[config.mk]
export PLATFORM = sky130hd
export DESIGN_NAME = flash_op_arbiter
export DESIGN_NICKNAME = d
export VERILOG_FILES = /design/src/rtl/flash_op_arbiter.sv
export SDC_FILE = /design/constraint.sdc
export NUM_CORES = 1
export LEC_CHECK = 0
export BUFFER_PORTS_ARGS = -buffer_cell sky130_fd_sc_hd__buf_2
export CORE_MARGIN = 2
export CORE_UTILIZATION = 27
export CTS_CLUSTER_SIZE = 16
export DETAILED_ROUTE_END_ITERATION = 8
export PLACE_DENSITY = 0.43
export SYNTH_ARGS = -nofsm -noshare
export SYNTH_HDL_FRONTEND = slang
export SYNTH_SLANG_ARGS = --single-unit
export TNS_END_PERCENT = 5
[constraint.sdc]
create_clock -name clk -period 3.3 [get_ports clk]
set_input_delay 0.165 -clock clk [delete_from_list [all_inputs] [get_ports clk]]
set_output_delay 0.165 -clock clk [all_outputs]
set_load 0.02 [all_outputs]
[src/rtl/flash_op_arbiter.sv]
// Arbitrates info/log/data writes and page reads onto the flash controllers: one grant, one start pulse, one ack.
// Start pulse 2 edges after req in IDLE; a stalled completion ends in ERR after TIMEOUT_CYCLES. Optional ARB_ROUND_ROBIN_EN.
module flash_op_arbiter #(
    parameter logic [23:0] TIMEOUT_CYCLES = 24'd1000000
) (
    input  logic       clk,
    input  logic       rst,
    input  logic       req_info,
    input  logic       req_log,
    input  logic       req_data,
    input  logic       req_read,
    input  logic       end_write,
    input  logic       end_read,
    input  logic       err_clr,
    output logic       en_write,
    output logic       en_write_info,
    output logic       en_log_write,
    output logic       en_read,
    output logic       ack_info,
    output logic       ack_log,
    output logic       ack_data,
    output logic       ack_read,
    output logic [1:0] grant_id,
    output logic       busy,
    output logic       timeout_err
);

    typedef enum logic [2:0] {
        S_IDLE  = 3'd0,
        S_ARB   = 3'd1,
        S_ISSUE = 3'd2,
        S_WAIT  = 3'd3,
        S_DONE  = 3'd4,
        S_ERR   = 3'd5
    } state_t;

    state_t      state, state_nxt;
    logic [23:0] cnt, cnt_nxt;
    logic [1:0]  grant_q, grant_nxt;
    logic [1:0]  winner;
    logic        end_write_q, end_read_q;
    logic        wr_edge, rd_edge, done_edge;
    logic [3:0]  req_vec;
    logic        any_req;
    logic        live;

    assign req_vec   = {req_read, req_data, req_log, req_info};
    assign any_req   = |req_vec;
    assign wr_edge   = end_write & ~end_write_q;
    assign rd_edge   = end_read & ~end_read_q;
    assign done_edge = (grant_q == 2'd3) ? rd_edge : wr_edge;

`ifdef ARB_ROUND_ROBIN_EN
    logic [1:0] rr_ptr;
    logic [1:0] cand;
    logic       found;

    // Search starts just after the last completed grant.
    always_comb begin
        winner = 2'd0;
        cand   = 2'd0;
        found  = 1'b0;
        for (int i = 0; i < 4; i++) begin
            cand = rr_ptr + 2'(i + 1);
            if (!found && req_vec[cand]) begin
                winner = cand;
                found  = 1'b1;
            end
        end
    end

    always_ff @(posedge clk) begin
        if (rst) begin
            rr_ptr <= 2'd3;
        end else if (state == S_DONE) begin
            rr_ptr <= grant_q;
        end
    end
`else
    always_comb begin
        winner = 2'd3;
        if (req_info) begin
            winner = 2'd0;
        end else if (req_log) begin
            winner = 2'd1;
        end else if (req_data) begin
            winner = 2'd2;
        end
    end
`endif

    always_ff @(posedge clk) begin
        if (rst) begin
            state       <= S_IDLE;
            cnt         <= 24'd0;
            grant_q     <= 2'd0;
            end_write_q <= 1'b0;
            end_read_q  <= 1'b0;
        end else begin
            state       <= state_nxt;
            cnt         <= cnt_nxt;
            grant_q     <= grant_nxt;
            end_write_q <= end_write;
            end_read_q  <= end_read;
        end
    end

    always_comb begin
        state_nxt = state;
        cnt_nxt   = cnt;
        grant_nxt = grant_q;
        case (state)
            S_IDLE: begin
                if (any_req) begin
                    state_nxt = S_ARB;
                end
            end
            S_ARB: begin
                if (any_req) begin
                    grant_nxt = winner;
                    state_nxt = S_ISSUE;
                end else begin
                    state_nxt = S_IDLE;
                end
            end
            S_ISSUE: begin
                cnt_nxt   = 24'd0;
                state_nxt = S_WAIT;
            end
            S_WAIT: begin
                // Completion wins over a timeout landing on the same cycle.
                if (done_edge) begin
                    state_nxt = S_DONE;
                end else if (cnt == TIMEOUT_CYCLES - 24'd1) begin
                    state_nxt = S_ERR;
                end else begin
                    cnt_nxt = cnt + 24'd1;
                end
            end
            S_DONE: begin
                state_nxt = S_IDLE;
            end
            S_ERR: begin
                if (err_clr) begin
                    state_nxt = S_IDLE;
                end
            end
            default: begin
                state_nxt = S_IDLE;
            end
        endcase
    end

    // Outputs are forced low while rst is asserted, even before the reset edge lands.
    assign live = ~rst;

    always_comb begin
        en_write      = 1'b0;
        en_read       = 1'b0;
        en_write_info = 1'b0;
        en_log_write  = 1'b0;
        ack_info      = 1'b0;
        ack_log       = 1'b0;
        ack_data      = 1'b0;
        ack_read      = 1'b0;
        grant_id      = 2'd0;
        busy          = 1'b0;
        timeout_err   = 1'b0;
        if (live) begin
            grant_id    = grant_q;
            busy        = (state != S_IDLE);
            timeout_err = (state == S_ERR);
            if (state == S_ISSUE) begin
                en_write = (grant_q != 2'd3);
                en_read  = (grant_q == 2'd3);
            end
            if (state == S_ISSUE || state == S_WAIT || state == S_DONE) begin
                en_write_info = (grant_q == 2'd0);
                en_log_write  = (grant_q == 2'd1);
            end
            if (state == S_DONE) begin
                ack_info = (grant_q == 2'd0);
                ack_log  = (grant_q == 2'd1);
                ack_data = (grant_q == 2'd2);
                ack_read = (grant_q == 2'd3);
            end
        end
    end

endmodule
==> results of run 1 <==
[final timing paths]
check	cells after the start	to	start	slack, ps
min	2	end_read_q	end_read	100
min reg2reg	2	cnt[4]	cnt[4]	480
max	7	cnt[5]	cnt[0]	1100
max reg2reg	7	cnt[5]	cnt[0]	1100
[area by class of cell]
class / instances / area [sq um]
clock buffer: 8 / 100.1
fill: 760 / 4656
inverter: 12 / 45.04
multi-input combinational: 185 / 1177
sequential: 31 / 620.6
tap: 96 / 120.1
timing repair buffer: 25 / 150.1
[report_power, final]
part / total, mW / internal (mW) / switching (mW)
clock: 0.336 / 0.190 / 0.146
combinational: 0.124 / 0.0433 / 0.0804
sequential: 0.392 / 0.381 / 0.0109
total: 0.851 / 0.615 / 0.237
[logic make-up (layout without fill, tap and decap cells)]
kind of cell / Yosys count / count (layout)
multiplexers: 17 / 17
AND/OR/NAND/NOR: 124 / 124
AO/OA/AOI/OAI: 43 / 43
adder cells (fa/ha/maj): 1 / 1
buffers and inverters: 27 / 45
flip-flops: 31 / 31
[state kept, by name, indices dropped and copies added (netlist names)]
name / flops
end_write_q: 1
grant_q: 2
cnt: 24
state: 3
end_read_q: 1
[through the flow]
| step | hold slack (ps) | std cells |
|---|---|---|
| 6_report | 104.9 | 357 |
| 3_3_place_gp | 394.3 | 349 |
| 2_1_floorplan | 293.2 | 243 |
| 3_5_place_dp | 396.4 | 349 |
| 5_1_grt | 118.1 | 357 |
| 4_1_cts | 96.67 | 357 |
[cells in the final DEF, fill, tap and decap left out, types with 2 or more instances in the layout]
cell type / n
sky130_fd_sc_hd__a21oi_1: 18
sky130_fd_sc_hd__a21oi_2: 12
sky130_fd_sc_hd__a31oi_1: 2
sky130_fd_sc_hd__and3_1: 5
sky130_fd_sc_hd__and4_1: 2
sky130_fd_sc_hd__buf_2: 20
sky130_fd_sc_hd__buf_4: 4
sky130_fd_sc_hd__clkbuf_8: 7
sky130_fd_sc_hd__dfxtp_1: 31
sky130_fd_sc_hd__inv_1: 12
sky130_fd_sc_hd__mux2i_1: 17
sky130_fd_sc_hd__nand2_1: 34
sky130_fd_sc_hd__nand3_1: 15
sky130_fd_sc_hd__nand4_1: 7
sky130_fd_sc_hd__nor2_1: 14
sky130_fd_sc_hd__nor2b_1: 3
sky130_fd_sc_hd__nor3_1: 8
sky130_fd_sc_hd__nor3_2: 2
sky130_fd_sc_hd__nor4_1: 5
sky130_fd_sc_hd__nor4_2: 2
sky130_fd_sc_hd__nor4b_1: 2
sky130_fd_sc_hd__o21ai_0: 3
sky130_fd_sc_hd__o32ai_2: 3
sky130_fd_sc_hd__or3_1: 17
sky130_fd_sc_hd__or4_1: 3
[routing by layer]
metal,GRT usage (%),vias to the layer above,wire length (um)
met3,2.425,7,281
li1,-,910,-
met4,5.372,0,72
met1,19.38,808,2651
met5,0,-,0
met2,20.83,48,2030
[worst register-to-register path, delay by kind of cell (launching register included)]
kind | cells | cell delay (ps)
buffers and inverters | 1 | 240
AO/OA/AOI/OAI | 3 | 850
AND/OR/NAND/NOR | 2 | 340
adder cells (fa/ha/maj) | 1 | 290
flip-flops | 1 | 400
==> insert_results.sql, run 1 <==
INSERT INTO impl_metrics (metric_group, metric, value, unit) VALUES
('outcome', 'run_status', 'finished, final reports clean', ''),
('synthesis', 'asyncSetResetFlopFracSynth', '0', '%'),
('die', 'design.portCount', '21', ''),
('timing', 'final.setup.tns', '0', 'ps'),
('clock_network', 'cts_tree', 'built', ''),
('die', 'die_h', '88.67', 'um'),
('die', 'fp.dieW', '88.67', 'um'),
('synthesis', 'synth_top_family_by_area', 'simple AND/OR/NAND/NOR gates', ''),
('global_routing', 'antenna_found_initial', '0', ''),
('synthesis', 'muxShareOfSynthArea', '8.791', '%'),
('finish', 'syn_to_final_growth', '14.35', '%'),
('setup_path', 'worst-endpoint-required', '3500', 'ps'),
('synthesis', 'synth_compound_area_share', '16.29', '%'),
('clock_network', 'tritoncts.num_buffers', '5', ''),
('setup_path', 'crit_path_max_incr_delay', '590', 'ps'),
('power_and_ir_drop', 'power_density_over_cell_area', '384.7', 'nW/um^2'),
('timing', 'finalSetupViolations', '0', ''),
('setup_path', 'worst-setup-path-type', 'flip-flop to flip-flop', ''),
('place', 'dp.final_hpwl', '3408', 'um'),
('timing', 'fin_skew', '2.612', 'ps'),
('die', 'fp.coreArea', '6869', 'sq um'),
('global_routing', 'grtUsageTotal', '13.78', '%'),
('setup_path', 'critical_path.max_fanout', '16', ''),
('clock_network', 'path_clk_slew', '70', 'ps'),
('global_routing', 'grt_start_max_net_pins', '39', ''),
('setup_path', 'critical_path.endpoint_type', 'flip-flop', ''),
('finish', 'layout.core_utilization', '32.22', '%'),
('setup_path', 'worst_setup_path_start_kind', 'flip-flop', ''),
('timing', 'share_of_the_clock_period_used_by_the_worst_path_after_layout', '66.74', '%'),
('timing', 'fin_crit', '2203', 'ps'),
('place', 'area_post_placement', '2113', 'sq um'),
('timing', 'slew_violations', '0', ''),
('synthesis', 'syn_inst', '243', ''),
('synthesis', 'post_synth_fa_ha_maj_area_fraction', '0.6464', '%'),
('synthesis', 'net_count_of_the_mapped_netlist', '253', ''),
('power_and_ir_drop', 'p_leak', '0.7721', 'nW'),
('global_routing', 'overflow', '0', ''),
('power_and_ir_drop', 'max-vdd-ir-drop', '133.7', 'uV'),
('synthesis', 'synth_area_leaders', 'sky130_fd_sc_hd__dfxtp_1, sky130_fd_sc_hd__mux2i_1, sky130_fd_sc_hd__nand2_1, sky130_fd_sc_hd__or3_1, sky130_fd_sc_hd__a21oi_2', ''),
('synthesis', 'synth.cell_area', '1936', 'sq um'),
('synthesis', 'synth.avg_cell_area', '7.965', 'sq um'),
('clock_network', 'clock_tree.buffer_depth', '2', ''),
('place', 'dp_slack', '1112', 'ps'),
('die', 'core.rowCount', '30', ''),
('route', 'final_antenna_net_count', '0', ''),
('route', 'residual_drc', '0', ''),
('setup_path', 'buffers_inverters_on_critical_path', '1', ''),
('finish', 'post_route_cells_drive_above_1_share', '19.92', '%'),
('setup_path', 'timing.critical_path.max_delay_family', 'compound AO/OA/AOI/OAI gates', ''),
('worst_hold_path', 'hold_class', 'primary input to flip-flop', ''),
('die', 'initial_utilization', '28.18', '%'),
('finish', 'fin_area', '2213', 'sq um'),
('finish', 'fin_nets', '270', ''),
('synthesis', 'synthTopCellsByCount', 'sky130_fd_sc_hd__nand2_1, sky130_fd_sc_hd__dfxtp_1, sky130_fd_sc_hd__a21oi_1, sky130_fd_sc_hd__mux2i_1, sky130_fd_sc_hd__or3_1', ''),
('timing', 'final_critical_path_setup_slack', '1097', 'ps'),
('place', 'gp_routability_congestion', '0.7654', ''),
('synthesis', 'synth_simple_gate_area_share', '34.84', '%'),
('timing', 'worst_slew_margin_rel', '48.79', '%'),
('timing', 'setup_repair_after_global_routing_missed_its_margin', 'false', ''),
('synthesis', 'yosysWarningCount', '0', ''),
('clock_network', 'htree_levels', '2', ''),
('route', 'detail_route.first_pass.iterations', '4', ''),
('synthesis', 'ys_seq_elements', '31', ''),
('clock_network', 'cts_root_buf', 'sky130_fd_sc_hd__clkbuf_8', ''),
('timing', 'max_clock_freq', '454.0', 'MHz'),
('setup_path', 'path_cells', 'ha_1 > nand2_1 > nor2_1 > a31o_1 > buf_12 > a21oi_2 > o32ai_2', ''),
('global_routing', 'vias_in_the_first_global_route', '1742', ''),
('clock_network', 'cts-hold-fix-buffers', '0', ''),
('setup_path', 'cp.arrival', '2400', 'ps'),
('clock_network', 'clk_latency', '280', 'ps'),
('global_routing', 'wire_length_of_the_first_global_routing_pass', '8445', 'um');
Power figures use the tool's default switching activity.
==> run 2, diff against run 1 <==
--- a/config.mk
+++ b/config.mk
@@ -10,7 +10,7 @@
 export CORE_UTILIZATION = 27
 export CTS_CLUSTER_SIZE = 16
 export DETAILED_ROUTE_END_ITERATION = 8
-export PLACE_DENSITY = 0.43
+export PLACE_DENSITY = 0.44
 export SYNTH_ARGS = -nofsm -noshare
 export SYNTH_HDL_FRONTEND = slang
 export SYNTH_SLANG_ARGS = --single-unit
==> constraint.sdc (replaced) <==
create_clock -name clk -period 1.9 [get_ports clk]
set_input_delay 0.095 -clock clk [delete_from_list [all_inputs] [get_ports clk]]
set_output_delay 0.095 -clock clk [all_outputs]
set_load 0.02 [all_outputs]
==> insert_results.sql, run 2 (same netlist as run 1, synthesis figures left out) <==
INSERT INTO impl_metrics (metric_group, metric, value, unit) VALUES
('outcome', 'run_status', 'finished, final reports clean', ''),
('clock_network', 'cts_tree', 'built', ''),
('clock_network', 'path_clk_slew', '70', 'ps'),
('route', 'vias_per_cell', '4.857', ''),
('global_routing', 'grtUsageTotal', '13.84', '%'),
('clock_network', 'tritoncts.num_buffers', '5', ''),
('timing', 'final-hold-violation-count', '0', ''),
('timing', 'worstMarginPinSlew', '490.6', 'ps'),
('worst_hold_path', 'hold_class', 'primary input to flip-flop', ''),
('place', 'io_buffers', '20', ''),
('timing', 'fin_crit', '1799', 'ps'),
('finish', 'post_route_cells_drive_above_1_share', '26.69', '%'),
('power_and_ir_drop', 'sequential_share_of_power', '46.9', '%'),
('route', 'residual_drc', '0', ''),
('setup_path', 'cp_slowest_cell', 'sky130_fd_sc_hd__nor3_2', ''),
('global_routing', 'antenna_found_initial', '0', ''),
('die', 'initial_utilization', '28.18', '%'),
('die', 'design.portCount', '21', ''),
('route', 'detail_route.first_pass.iterations', '4', ''),
('die', 'fp.coreArea', '6869', 'sq um'),
('setup_path', 'path_depth', '5', ''),
('global_routing', 'overflow', '0', ''),
('setup_path', 'worst-setup-path-type', 'flip-flop to primary output', ''),
('setup_path', 'buffers_inverters_on_critical_path', '3', ''),
('route', 'vias', '1831', ''),
('setup_path', 'critical_path.endpoint_type', 'primary output', ''),
('setup_path', 'launch_point_of_the_worst_reg_to_reg_path', 'cnt[22]', ''),
('setup_path', 'worst_setup_path_start_kind', 'flip-flop', ''),
('timing', 'worst_slew_margin_rel', '67.29', '%'),
('setup_path', 'crit_path_max_incr_delay', '420', 'ps'),
('finish', 'fin_nets', '290', ''),
('timing', 'finalSetupViolations', '0', ''),
('timing', 'share_of_the_clock_period_used_by_the_worst_path_after_layout', '94.67', '%'),
('setup_path', 'rrSetupSlack', '100', 'ps'),
('finish', 'fill_cells', '727', ''),
('finish', 'commonest_cells_after_routing_fill_and_taps_aside', 'sky130_fd_sc_hd__nand2_1, sky130_fd_sc_hd__dfxtp_1, sky130_fd_sc_hd__buf_4', ''),
('die', 'overall_die_area', '7862', 'sq um'),
('timing', 'slew_violations', '0', ''),
('die', 'core.rowCount', '30', ''),
('setup_path', 'cp-endpoint', 'en_write', ''),
('place', 'dp.final_hpwl', '3709', 'um'),
('global_routing', 'wire_length_of_the_first_global_routing_pass', '8514', 'um'),
('power_and_ir_drop', 'power_density_over_cell_area', '607.0', 'nW/um^2'),
('power_and_ir_drop', 'p_leak', '0.8707', 'nW'),
('global_routing', 'vias_in_the_first_global_route', '1742', ''),
('setup_path', 'crit_start', 'state[1]', ''),
('finish', 'seqCellArea', '620.6', 'sq um'),
('setup_path', 'cp.arrival', '1700', 'ps'),
('route', 'iteration_0_drc_count_of_the_detailed_router', '85', ''),
('finish', 'fin_area', '2354', 'sq um'),
('timing', 'setup_repair_after_global_routing_missed_its_margin', 'true', ''),
('die', 'die_h', '88.67', 'um'),
('finish', 'area_occupied_by_multi_input_gates', '1186', 'sq um'),
('route', 'detail_route.wirelength', '5142', 'um'),
('finish', 'layout_commonest_cell', 'sky130_fd_sc_hd__nand2_1', ''),
('clock_network', 'postCtsSetupBuffers', '0', ''),
('route', 'routedWlPerCell', '13.64', 'um'),
('setup_path', 'r2r-end', 'cnt[3]', ''),
('die', 'fp.dieW', '88.67', 'um'),
('clock_network', 'htree_levels', '2', ''),
('setup_path', 'timing.critical_path.max_delay_family', 'simple AND/OR/NAND/NOR gates', ''),
('power_and_ir_drop', 'pwr-share-comb', '18.3', '%'),
('timing', 'holdWs', '49.82', 'ps'),
('clock_network', 'cts_root_buf', 'sky130_fd_sc_hd__clkbuf_8', ''),
('clock_network', 'cts_num_sinks', '31', ''),
('power_and_ir_drop', 'internal_power_contribution', '1.012', 'mW'),
('clock_network', 'clk_latency', '280', 'ps'),
('finish', 'diodes', '0', ''),
('finish', 'largestRegisters', 'cnt (24), state (3), grant_q (2)', ''),
('timing', 'final.setup.tns', '0', 'ps'),
('clock_network', 'clock_tree.buffer_depth', '2', ''),
('setup_path', 'ff2ff_path_depth', '6', ''),
('power_and_ir_drop', 'clockPowerShare', '34.9', '%'),
('power_and_ir_drop', 'power_consumption', '1.429', 'mW'),
('power_and_ir_drop', 'switching_share', '29.14', '%'),
('place', 'gp_routability_congestion', '0.7823', ''),
('power_and_ir_drop', 'power.switching', '0.4163', 'mW'),
('setup_path', 'worst-endpoint-required', '1800', 'ps'),
('job', 'max-cap-violations', '0', ''),
('global_routing', 'grt_start_max_net_pins', '25', ''),
('place', 'area_post_placement', '2251', 'sq um'),
('power_and_ir_drop', 'max-vdd-ir-drop', '291.7', 'uV'),
('finish', 'largest_reg_flops', '24', ''),
('timing', 'max_clock_freq', '555.9', 'MHz'),
('timing', 'fin_skew', '5.784', 'ps'),
('route', 'final_antenna_net_count', '0', ''),
('setup_path', 'critical_path.max_fanout', '6', ''),
('setup_path', 'path_cells', 'buf_4 > inv_1 > nor3_2 > and3_1 > buf_2', ''),
('finish', 'registers.top_by_ff_count', 'cnt', ''),
('finish', 'syn_to_final_growth', '21.59', '%');
## run 2: changes by cell type in the layout (fill, tap and decap cells not counted)
cell,previous run,this run
sky130_fd_sc_hd__buf_2,20,19
sky130_fd_sc_hd__clkbuf_1,1,0
sky130_fd_sc_hd__clkinv_2,0,3
sky130_fd_sc_hd__buf_4,4,24
sky130_fd_sc_hd__nor2_2,0,1
sky130_fd_sc_hd__buf_6,0,2
sky130_fd_sc_hd__nor4b_1,2,1
sky130_fd_sc_hd__nor4b_2,0,1
sky130_fd_sc_hd__nor2_1,14,13
sky130_fd_sc_hd__clkbuf_8,7,5
sky130_fd_sc_hd__buf_12,1,0
## run 2: through the flow
step                      worst slack (ps)  std cells  util (%)
after floorplan                      140.2        243         -
after global placement               139.1        369     32.77
after detailed placement             131.4        369     32.77
after CTS                            60.38        377     33.99
after global routing                -9.560        377     34.26
final                                101.2        377     34.26
## run 2: worst register-to-register path, cell delays in order, from the launching register on
cell and delay (ps):
sky130_fd_sc_hd__dfxtp_1 330, sky130_fd_sc_hd__or4_1 530, sky130_fd_sc_hd__nor3_2 140, sky130_fd_sc_hd__a31o_1 200, sky130_fd_sc_hd__buf_4 240, sky130_fd_sc_hd__a21oi_2 90
sky130_fd_sc_hd__o32ai_2 180
## run 2: layout make-up
type / instances / share of cell area (%)
Clock buffer: 5 / 2.924
Tap cell: 96 / 5.104
Sequential cell: 31 / 26.37
Inverter: 12 / 1.914
Multi-Input combinational cell: 185 / 50.40
Timing Repair Buffer: 45 / 12.65
Clock inverter: 3 / 0.6380
## run 2: routing by layer
metal	vias up	wire (um)	track usage [%]
met3	2	236	3.078
li1	958	-	-
met5	-	0	0
met2	42	2181	21.85
met1	829	2698	19.18
met4	0	26	3.306
## run 2: power by group through the flow
stage	logic [mW]	clock network [mW]	registers, mW
floorplan	0.164	0	0.688
global placement	0.257	0	0.685
detailed placement	0.258	0	0.684
CTS	0.258	0.527	0.669
global route	0.285	0.557	0.670
finish	0.261	0.498	0.669
## run 2: what timing repair did
item | in CTS | in global routing
setup endpoints to repair | 0 | 3
gates resized for setup | 0 | 5
hold buffers | 0 | 0
## run 2: how the worst min path moves through the flow
| stage | startpoint | end | slack [ps] | cells past startpoint |
|---|---|---|---|---|
| after global placement | end_read | end_read_q | 330 | 2 |
| after global routing | end_read | end_read_q | 60 | 2 |
| after CTS | end_write | end_write_q | 40 | 2 |
| final | end_read | end_read_q | 50 | 2 |
| after detailed placement | end_write | end_write_q | 340 | 2 |
| after floorplan | end_read | end_read_q | 220 | 1 |
